`config.mk`:
```
export PLATFORM = sky130hd
export DESIGN_NAME = spi_reg_bank_flat
export DESIGN_NICKNAME = d
export VERILOG_FILES = /design/src/rtl/spi_reg_bank_if.sv /design/src/rtl/spi_reg_bank.sv /design/src/flat_wrapper.sv
export SDC_FILE = /design/constraint.sdc
export NUM_CORES = 1
export LEC_CHECK = 0
export CAP_MARGIN = 20
export CORE_ASPECT_RATIO = 0.9
export CORE_MARGIN = 10
export CORE_UTILIZATION = 25
export DETAILED_ROUTE_END_ITERATION = 10
export RECOVER_POWER = 25
export SKIP_LAST_GASP = 1
export SLEW_MARGIN = 20
export SYNTH_ARGS = -nofsm -noshare
export SYNTH_HDL_FRONTEND = slang
export SYNTH_SLANG_ARGS = --single-unit
```
`constraint.sdc`:
```
create_clock -name clk -period 3.15 [get_ports clk]
set_input_delay 0.63 -clock clk [delete_from_list [all_inputs] [get_ports clk]]
set_output_delay 0.63 -clock clk [all_outputs]
set_load 0.1 [all_outputs]
```
`src/rtl/spi_reg_bank_if.sv`:
```
// SPI pin bundle between an off-chip controller and the spi_reg_bank target.
interface spi_reg_bank_if;
  logic sclk;
  logic copi;
  logic ncs;
  logic cipo;

  modport master (output sclk, output copi, output ncs, input cipo);
  modport slave  (input sclk, input copi, input ncs, output cipo);
endinterface

```
`src/rtl/spi_reg_bank.sv`:
```
// SPI mode-0 target that decodes 16-bit write frames into the five PWM control registers.
// Define SPI_READBACK_EN to return register data on cipo during read frames.
module spi_reg_bank #(
  parameter int unsigned SYNC_STAGES = 2,
  parameter int unsigned MAX_ADDR    = 4
) (
  input  logic           clk,
  input  logic           rst,
  spi_reg_bank_if.slave  spi,
  output logic [7:0]     en_reg_out_7_0,
  output logic [7:0]     en_reg_out_15_8,
  output logic [7:0]     en_reg_pwm_7_0,
  output logic [7:0]     en_reg_pwm_15_8,
  output logic [7:0]     pwm_duty_cycle,
  output logic           wr_strobe,
  output logic           err_frame
);
  localparam int unsigned NUM_REGS   = 5;
  localparam int unsigned FRAME_BITS = 16;
  localparam int unsigned CNT_W      = 5;
  localparam int unsigned SETTLE_W   = $clog2(SYNC_STAGES + 1);
  localparam logic [CNT_W-1:0] CNT_FULL = CNT_W'(FRAME_BITS);
  localparam logic [CNT_W-1:0] CNT_SAT  = CNT_W'(FRAME_BITS + 1);

  typedef enum logic [1:0] {IDLE, SHIFT, COMMIT} state_t;

  state_t                r_state;
  logic [SYNC_STAGES-1:0] r_sclk_sync, r_copi_sync, r_ncs_sync;
  logic                  r_sclk_d, r_ncs_d;
  logic [SETTLE_W-1:0]   r_settle;
  logic                  r_armed;
  logic [FRAME_BITS-1:0] r_shift;
  logic [CNT_W-1:0]      r_cnt;
  logic [7:0]            r_regs [NUM_REGS];

  logic       w_sclk_s, w_copi_s, w_ncs_s;
  logic       w_sclk_rise, w_ncs_fall, w_ncs_rise, w_wr_ok;
  logic [6:0] w_addr;

  assign w_sclk_s    = r_sclk_sync[SYNC_STAGES-1];
  assign w_copi_s    = r_copi_sync[SYNC_STAGES-1];
  assign w_ncs_s     = r_ncs_sync[SYNC_STAGES-1];
  assign w_sclk_rise = w_sclk_s & ~r_sclk_d;
  assign w_ncs_fall  = ~w_ncs_s & r_ncs_d;
  assign w_ncs_rise  = w_ncs_s & ~r_ncs_d;
  assign w_addr      = r_shift[14:8];
  assign w_wr_ok     = (r_cnt == CNT_FULL) && r_shift[15] &&
                       (w_addr <= 7'(MAX_ADDR)) && (w_addr < 7'(NUM_REGS));

`ifdef SPI_READBACK_EN
  logic       r_rd_active;
  logic [7:0] r_rd_data;
  logic [3:0] r_rd_cnt;
  logic       r_cipo;
  logic       w_sclk_fall;
  logic [6:0] w_rd_addr;
  logic [7:0] w_rd_sel;

  // Address is complete on the 8th rising edge: six bits already shifted plus the live copi bit.
  assign w_sclk_fall = ~w_sclk_s & r_sclk_d;
  assign w_rd_addr   = {r_shift[5:0], w_copi_s};
  assign w_rd_sel    = ((w_rd_addr <= 7'(MAX_ADDR)) && (w_rd_addr < 7'(NUM_REGS))) ?
                       r_regs[w_rd_addr[2:0]] : 8'h00;
  assign spi.cipo    = r_cipo;
`else
  assign spi.cipo    = 1'b0;
`endif

  always_ff @(posedge clk) begin
    if (rst) begin
      r_sclk_sync <= '0;
      r_copi_sync <= '0;
      r_ncs_sync  <= '1;
      r_sclk_d    <= 1'b0;
      r_ncs_d     <= 1'b1;
      r_settle    <= SETTLE_W'(SYNC_STAGES);
      r_armed     <= 1'b0;
      r_state     <= IDLE;
      r_shift     <= '0;
      r_cnt       <= '0;
      wr_strobe   <= 1'b0;
      err_frame   <= 1'b0;
      for (int unsigned i = 0; i < NUM_REGS; i++) r_regs[i] <= 8'h00;
`ifdef SPI_READBACK_EN
      r_rd_active <= 1'b0;
      r_rd_data   <= '0;
      r_rd_cnt    <= '0;
      r_cipo      <= 1'b0;
`endif
    end else begin
      r_sclk_sync <= {r_sclk_sync[SYNC_STAGES-2:0], spi.sclk};
      r_copi_sync <= {r_copi_sync[SYNC_STAGES-2:0], spi.copi};
      r_ncs_sync  <= {r_ncs_sync[SYNC_STAGES-2:0], spi.ncs};
      r_sclk_d    <= w_sclk_s;
      r_ncs_d     <= w_ncs_s;
      wr_strobe   <= 1'b0;
      err_frame   <= 1'b0;

      // The reset-loaded ncs=1 must flush out before a falling edge can count as a real one.
      if (r_settle != '0) r_settle <= r_settle - 1'b1;
      if ((r_settle == '0) && w_ncs_s) r_armed <= 1'b1;

      case (r_state)
        IDLE: begin
          if (w_ncs_fall && r_armed) begin
            r_state <= SHIFT;
            r_shift <= '0;
            r_cnt   <= '0;
`ifdef SPI_READBACK_EN
            r_rd_active <= 1'b0;
            r_rd_cnt    <= '0;
            r_cipo      <= 1'b0;
`endif
          end
        end
        SHIFT: begin
          if (w_ncs_rise) begin
            r_state <= COMMIT;
`ifdef SPI_READBACK_EN
            r_rd_active <= 1'b0;
            r_cipo      <= 1'b0;
`endif
          end else if (w_sclk_rise) begin
            r_shift <= {r_shift[FRAME_BITS-2:0], w_copi_s};
            if (r_cnt != CNT_SAT) r_cnt <= r_cnt + 1'b1;
`ifdef SPI_READBACK_EN
            if (r_cnt == CNT_W'(7)) begin
              r_rd_active <= ~r_shift[6];
              r_rd_data   <= w_rd_sel;
              r_rd_cnt    <= '0;
            end
`endif
          end
`ifdef SPI_READBACK_EN
          else if (w_sclk_fall && r_rd_active) begin
            if (r_rd_cnt < 4'd8) begin
              r_cipo    <= r_rd_data[7];
              r_rd_data <= {r_rd_data[6:0], 1'b0};
              r_rd_cnt  <= r_rd_cnt + 1'b1;
            end else begin
              r_cipo <= 1'b0;
            end
          end
`endif
        end
        COMMIT: begin
          r_state <= IDLE;
          if (w_wr_ok) begin
            r_regs[w_addr[2:0]] <= r_shift[7:0];
            wr_strobe           <= 1'b1;
          end else if (r_cnt != CNT_FULL) begin
            err_frame <= 1'b1;
          end
        end
        default: r_state <= IDLE;
      endcase
    end
  end

  assign en_reg_out_7_0  = r_regs[0];
  assign en_reg_out_15_8 = r_regs[1];
  assign en_reg_pwm_7_0  = r_regs[2];
  assign en_reg_pwm_15_8 = r_regs[3];
  assign pwm_duty_cycle  = r_regs[4];
endmodule

```
`src/flat_wrapper.sv`:
```
// flat-port wrapper written by rule: the top's interface ports become plain ports
module spi_reg_bank_flat 
#(
  parameter int unsigned SYNC_STAGES = 2,
  parameter int unsigned MAX_ADDR    = 4
)
  (clk, rst, en_reg_out_7_0, en_reg_out_15_8, en_reg_pwm_7_0, en_reg_pwm_15_8, pwm_duty_cycle, wr_strobe, err_frame, spi_sclk, spi_copi, spi_ncs, spi_cipo);
  spi_reg_bank_if spi_i ();
  input  logic clk;
  input  logic rst;
  output logic [7:0] en_reg_out_7_0;
  output logic [7:0] en_reg_out_15_8;
  output logic [7:0] en_reg_pwm_7_0;
  output logic [7:0] en_reg_pwm_15_8;
  output logic [7:0] pwm_duty_cycle;
  output logic wr_strobe;
  output logic err_frame;
  input wire logic [$bits(spi_i.sclk)-1:0] spi_sclk;
  input wire logic [$bits(spi_i.copi)-1:0] spi_copi;
  input wire logic [$bits(spi_i.ncs)-1:0] spi_ncs;
  output wire logic [$bits(spi_i.cipo)-1:0] spi_cipo;
  assign spi_i.sclk = spi_sclk;
  assign spi_i.copi = spi_copi;
  assign spi_i.ncs = spi_ncs;
  assign spi_cipo = spi_i.cipo;
  spi_reg_bank #(.SYNC_STAGES(SYNC_STAGES), .MAX_ADDR(MAX_ADDR)) u_core (.clk(clk), .rst(rst), .spi(spi_i), .en_reg_out_7_0(en_reg_out_7_0), .en_reg_out_15_8(en_reg_out_15_8), .en_reg_pwm_7_0(en_reg_pwm_7_0), .en_reg_pwm_15_8(en_reg_pwm_15_8), .pwm_duty_cycle(pwm_duty_cycle), .wr_strobe(wr_strobe), .err_frame(err_frame));
endmodule
```
==> results of run 1 <==
==> routing by layer <==
layer  track usage (%)  share of wire [%]  vias to the layer above
li1                  -                  -                     1032
met4             3.831                1.8                        0
met1             10.08                 48                      930
met3             3.663                7.5                       11
met2             11.37                 43                       62
met5                 0                  0                        -
==> sequential cells by signal, indices dropped and copies added, names as in the netlist <==
register / count
u_core.err_frame: 1
u_core.r_armed: 1
u_core.r_cnt: 5
u_core.r_copi_sync: 2
u_core.r_ncs_d: 1
u_core.r_ncs_sync: 2
u_core.r_regs: 40
u_core.r_sclk_d: 1
u_core.r_sclk_sync: 2
u_core.r_settle: 2
u_core.r_shift: 16
u_core.r_state: 2
u_core.wr_strobe: 1
==> layout by cell type (no fill, tap or decap), types with 4 or more instances in the layout <==
master     count
a21oi_1       22
and3_1        11
buf_4         22
clkbuf_1      26
clkbuf_16      9
dfxtp_1       36
edfxtp_1      40
ha_1           4
inv_1          6
nand2_1       14
nand2b_1      10
nand3_1       15
nand4b_1      12
nor2_1        37
nor2b_1        8
o21ai_0        6
==> worst paths after layout <==
path	startpoint	to	slack, ns	depth (start not counted)
min reg2reg	u_core.r_ncs_sync[0]	u_core.r_ncs_sync[1]	0.41	1
max	rst	u_core.r_regs[0][4]	0.36	5
min	u_core.r_ncs_sync[0]	u_core.r_ncs_sync[1]	0.41	1
max reg2reg	u_core.r_cnt[0]	u_core.r_regs[0][4]	0.50	6
==> metrics by stage <==
| step | utilization [%] | instances |
|---|---|---|
| 4_1_cts | 33.01 | 472 |
| 6_report | 32.12 | 472 |
| 2_1_floorplan | - | 265 |
| 3_3_place_gp | 30.42 | 456 |
| 3_5_place_dp | 30.42 | 456 |
| 5_1_grt | 32.12 | 472 |
==> cells in the mapped netlist, types with 2 or more instances <==
| cell | n | share of area, % |
|---|---|---|
| inv_1 | 6 | 0.75 |
| dfxtp_1 | 36 | 24 |
| buf_1 | 2 | 0.25 |
| nand4b_1 | 12 | 3.5 |
| nor4_1 | 2 | 0.42 |
| nor2_1 | 37 | 4.6 |
| clkbuf_1 | 11 | 1.4 |
| nand3_1 | 15 | 2.5 |
| or2_2 | 3 | 0.63 |
| and3_1 | 11 | 2.3 |
| nand2b_1 | 10 | 2.1 |
| nand2_1 | 14 | 1.8 |
| nand4b_2 | 2 | 1.0 |
| buf_4 | 2 | 0.50 |
| ha_1 | 4 | 1.7 |
| or4_1 | 2 | 0.50 |
| o21ai_0 | 7 | 1.2 |
| a21oi_1 | 22 | 3.7 |
| nor2b_1 | 8 | 1.7 |
| edfxtp_1 | 40 | 40 |
==> cells by family (layout without fill, tap and decap cells) <==
family	after synthesis	after routing	synth area share, %
buffers and inverters	23	74	3.212
adders and majority gates	4	4	1.669
and+or+nand+nor	126	126	24.28
other	1	1	0.1250
xor gates and xnor gates	2	2	0.5842
DFF	76	76	64.08
AOI/OAI and AO/OA	31	31	5.340
muxes	2	2	0.7092
==> power by group through the flow <==
| stage | logic (uW) | registers [uW] | clock network (uW) |
|---|---|---|---|
| after floorplan | 77.5 | 1320 | 0 |
| after global placement | 339 | 1130 | 0 |
| after detailed placement | 338 | 1130 | 0 |
| after CTS | 340 | 1110 | 1050 |
| after global routing | 338 | 1110 | 1090 |
| final | 322 | 1110 | 1020 |
==> area by class of cell <==
class	count	area, um^2	share of cell area [%]
Timing Repair Buffer	52	302.8	8.145
Sequential cell	76	1922	51.70
Tap cell	156	195.2	5.251
Clock buffer	9	225.2	6.059
Inverter	6	22.52	0.6059
Clock inverter	7	73.82	1.986
Multi-Input combinational cell	166	975.9	26.25
==> impl_metrics.toml, run 1 <==
[die]
fp.dieW_um = 135.5
fp.dieH_um = 123.9
ioPinCount = 48
num_rows = 37
initial_core_util_pct = 25.91
die_area_um2 = 16780
core-area_um2 = 11570

[global_route]
gr-total-overflow = 0
grt_pass1_wl_um = 10520
grt_start_max_net_pins = 27
grt_use_total_pct = 7.994
grt_pass1_vias = 1989
antenna_found_initial = 0

[drt]
route.vias.total = 2035
via_per_inst = 4.311
initialDrtViolationCount = 151
wl_per_cell_um = 13.56
wl_um = 6400
ant_nets = 0
dr.pass1.iters = 4
remaining_drc_errors = 0

[sta]
timing.hold.ws_ns = 0.4068
fin_crit_sh_pct = 88.47
clock_skew_ns = 0.008013
fmax_mhz = 358.8
maxSlewViolCount = 0
slew_headroom_pct = 20.81
setup_viol = 0
tightest_slew_ns = 1.193
hold_viol_final = 0
layout_setup_ws_ns = 0.3633
layout_min_cycle_time_ns = 2.787
rsz0062_at_grt = "false"
tns_ns = 0

[status]
status = "finished clean"

[synth]
yosys.cell_types.count = 39
syn-num-nets = 274
synthFlopType = "edfxtp_1"
synth_cells = 265
async_reset_ff_share_pct = 0
ys_ff_latch = 76
synth_edf_count = 40
ys_seq_area_share_pct = 64.08
synth.cell_area_um2 = 2999
yosys_warnings = 0
avgSynthCellArea_um2 = 11.32

[pwr]
p_seq_share_pct = 45.1
internal_power_uw = 1762
leakagePower_uw = 0.001294
total_power_uw = 2449
power_density_nw_per_um2 = 658.8
peakVddDrop_uv = 285.5
combPwrFrac_pct = 13.1
power_switching_uw = 687.3
switching_share_pct = 28.06
clock_power_share_pct = 41.7

[worst_setup_path]
arrival_ns = 2.75
crit_buf_inv = 2
crit_fanout = 8
critPathRequiredTime_ns = 3.11
worst-setup-path-type = "in -> reg"
max_stage_delay_ns = 0.86
worstPathCellList = "dlygate4sd3_1, nor3b_1, clkbuf_1, nand3_1, o21ai_0"
cp_slowest_cell = "o21ai_0"
endpoint_kind = "register"
cp_top_family = "buffers and inverters"
startpoint_type = "input pin"

[clock_tree]
cts-root-buf = "clkbuf_16"
cts_buffers = 9
cts_hold_buffers = 0
clockBufferDepth = 2
cts_sinks = 76
insertion_delay_ns = 0.34
tritoncts = "yes"
cts_resized = 0
cts_setup_buffers = 0
clkTransAtPathRegs_ns = 0.06
cts-htree-levels = 3

[placement]
placed_cell_area_um2 = 3521
hpwlAfterDp_um = 4510
preCtsSetupSlack_ns = 0.3521
port_buffers = 46
routabilityCongestion = 0.7439

[min_path]
min_path_type = "reg -> reg"

[job]
drv_cap = 0

[cells_and_area]
drive_gt1_share_pct = 14.87
final_cell_area_um2 = 3717
fill_cells = 1222
synthToLayoutAreaGrowth_pct = 23.95
layout.nets = 320
antennaDiodeCount = 0
(Power assumes the default switching activity.)
==> run 2, diff against run 1 <==
--- a/config.mk
+++ b/config.mk
@@ -5,6 +5,7 @@
 export SDC_FILE = /design/constraint.sdc
 export NUM_CORES = 1
 export LEC_CHECK = 0
+export ABC_AREA = 0
 export CAP_MARGIN = 20
 export CORE_ASPECT_RATIO = 0.9
 export CORE_MARGIN = 10
==> results of run 2 <==
The final DEF is identical to that of run 1; final timing and power are the same.
==> run 3, diff against run 2 <==
--- a/config.mk
+++ b/config.mk
@@ -10,6 +10,7 @@
 export CORE_ASPECT_RATIO = 0.9
 export CORE_MARGIN = 10
 export CORE_UTILIZATION = 25
+export CTS_BUF_LIST = sky130_fd_sc_hd__clkbuf_8
 export DETAILED_ROUTE_END_ITERATION = 10
 export RECOVER_POWER = 25
 export SKIP_LAST_GASP = 1
==> impl_metrics.toml, run 3 (synthesis gave the netlist of run 1 again) <==
[sta]
fmax_mhz = 361.9
tightest_slew_ns = 1.193
slew_headroom_pct = 20.81
tns_ns = 0
setup_viol = 0
layout_min_cycle_time_ns = 2.764
maxSlewViolCount = 0
layout_setup_ws_ns = 0.3865
hold_viol_final = 0
fin_crit_sh_pct = 87.73
rsz0062_at_grt = "false"
clock_skew_ns = 0.01121

[clock_tree]
clkTransAtPathRegs_ns = 0.08
tritoncts = "yes"
cts_setup_buffers = 0
cts_hold_buffers = 0
cts-htree-levels = 3
cts-root-buf = "clkbuf_8"
cts_buffers = 9
cts_resized = 0
insertion_delay_ns = 0.35
clockBufferDepth = 2
cts_sinks = 76

[pwr]
p_seq_share_pct = 51.2
clock_power_share_pct = 33.9
combPwrFrac_pct = 14.9
switching_share_pct = 29.87
power_switching_uw = 644.5
power_density_nw_per_um2 = 596.8
total_power_uw = 2158
internal_power_uw = 1513
peakVddDrop_uv = 282.1
leakagePower_uw = 0.001248

[global_route]
gr-total-overflow = 0
antenna_found_initial = 0
grt_pass1_vias = 1981
grt_start_max_net_pins = 27
grt_pass1_wl_um = 10380
grt_use_total_pct = 7.773

[min_path]
min_from = "u_core.r_ncs_sync[0]"
hold_path_end = "u_core.r_ncs_sync[1]"
holdPathStages = 1
min_path_type = "reg -> reg"

[worst_setup_path]
crit_buf_inv = 2
r2r_cells = 6
endpoint_kind = "register"
critPathRequiredTime_ns = 3.12
cp_top_family = "buffers and inverters"
worstPathCellList = "dlygate4sd3_1, nor3b_1, clkbuf_1, nand3_1, o21ai_0"
max_stage_delay_ns = 0.86
r2r_slack_ns = 0.49
arrival_ns = 2.73
worst-setup-path-type = "in -> reg"
r2r-start = "u_core.r_cnt[0]"
crit_fanout = 8
startpoint_type = "input pin"
cp_slowest_cell = "o21ai_0"
rr_endpoint = "u_core.r_regs[0][4]"
setup.worst_path.start = "rst"

[die]
die_area_um2 = 16780
ioPinCount = 48
num_rows = 37
core-area_um2 = 11570
fp.dieW_um = 135.5
initial_core_util_pct = 25.91
fp.dieH_um = 123.9

[cells_and_area]
regMostFlops = "u_core.r_regs"
final_cell_mix = "edfxtp_1, nor2_1, dfxtp_1"
largest_reg_flops = 40
antennaDiodeCount = 0
final_common_cell = "edfxtp_1"
top_regs = "u_core.r_regs: 40 flops, u_core.r_shift: 16 flops, u_core.r_cnt: 5 flops"
synthToLayoutAreaGrowth_pct = 20.57
layout.nets = 320
fill_cells = 1229
drive_gt1_share_pct = 14.87

[drt]
dr.pass1.iters = 4
wl_per_cell_um = 13.48
initialDrtViolationCount = 139
ant_nets = 0
wl_um = 6363
via_per_inst = 4.360
route.vias.total = 2058
remaining_drc_errors = 0

[placement]
port_buffers = 46
hpwlAfterDp_um = 4510
routabilityCongestion = 0.7439
preCtsSetupSlack_ns = 0.3521

[job]
drv_cap = 0

[status]
status = "finished clean"
-- run 3: cell counts in the layout (fill, tap and decap cells not counted) --
No cell type changed its count.
-- run 3: worst register-to-register path: cells and delay by family (launching register included) --
kind,cells,cell delay [ns]
DFF,1,0.35
AOI/OAI and AO/OA,1,0.86
buffers and inverters,1,0.07
and+or+nand+nor,3,0.89
adders and majority gates,1,0.13
-- run 3: metrics by stage --
stage               hold WS (ns)  cells  util [%]  instance area [um^2]
finish                    0.4109    472     31.24                  3616
global route              0.4457    472     31.24                  3616
CTS                       0.4156    472     32.13                  3719
detailed placement        0.3977    456     30.42                  3521
global placement          0.3922    456     30.42                  3521
floorplan                 0.3895    265         -                  2999
-- run 3: how the worst max path moves through the flow --
stage / depth (start not counted) / endpoint / slack [ns]
after floorplan: 4 / u_core.r_regs[0][0] / 0.61
after global placement: 5 / u_core.r_regs[1][0] / 0.44
after detailed placement: 5 / u_core.r_regs[3][4] / 0.35
after CTS: 6 / u_core.r_regs[3][2] / 0.48
after global routing: 5 / u_core.r_regs[0][6] / 0.25
final: 5 / u_core.r_regs[0][4] / 0.39
-- run 3: layout make-up --
type,count,area [um^2],area share (%)
timing repair buffer,52,302.8,8.374
clock buffer,9,123.9,3.426
tap,156,195.2,5.398
clock inverter,7,73.82,2.042
sequential,76,1922,53.15
inverter,6,22.52,0.6228
multi-input combinational,166,975.9,26.99
-- run 3: power by group through the flow --
stage / Sequential (uW) / Clock, uW / Combinational [uW]
2_1_floorplan: 1320 / 0 / 77.5
3_3_place_gp: 1130 / 0 / 339
3_5_place_dp: 1130 / 0 / 338
4_1_cts: 1110 / 762 / 340
5_1_grt: 1110 / 802 / 337
6_report: 1100 / 732 / 322
-- run 3: routing by layer --
layer | track usage [%] | vias to the layer above | part of all wire [%]
met3 | 3.543 | 9 | 7.7
met1 | 9.913 | 957 | 48
li1 | - | 1028 | -
met5 | 0 | - | 0
met4 | 2.823 | 0 | 1.2
met2 | 11.34 | 64 | 43
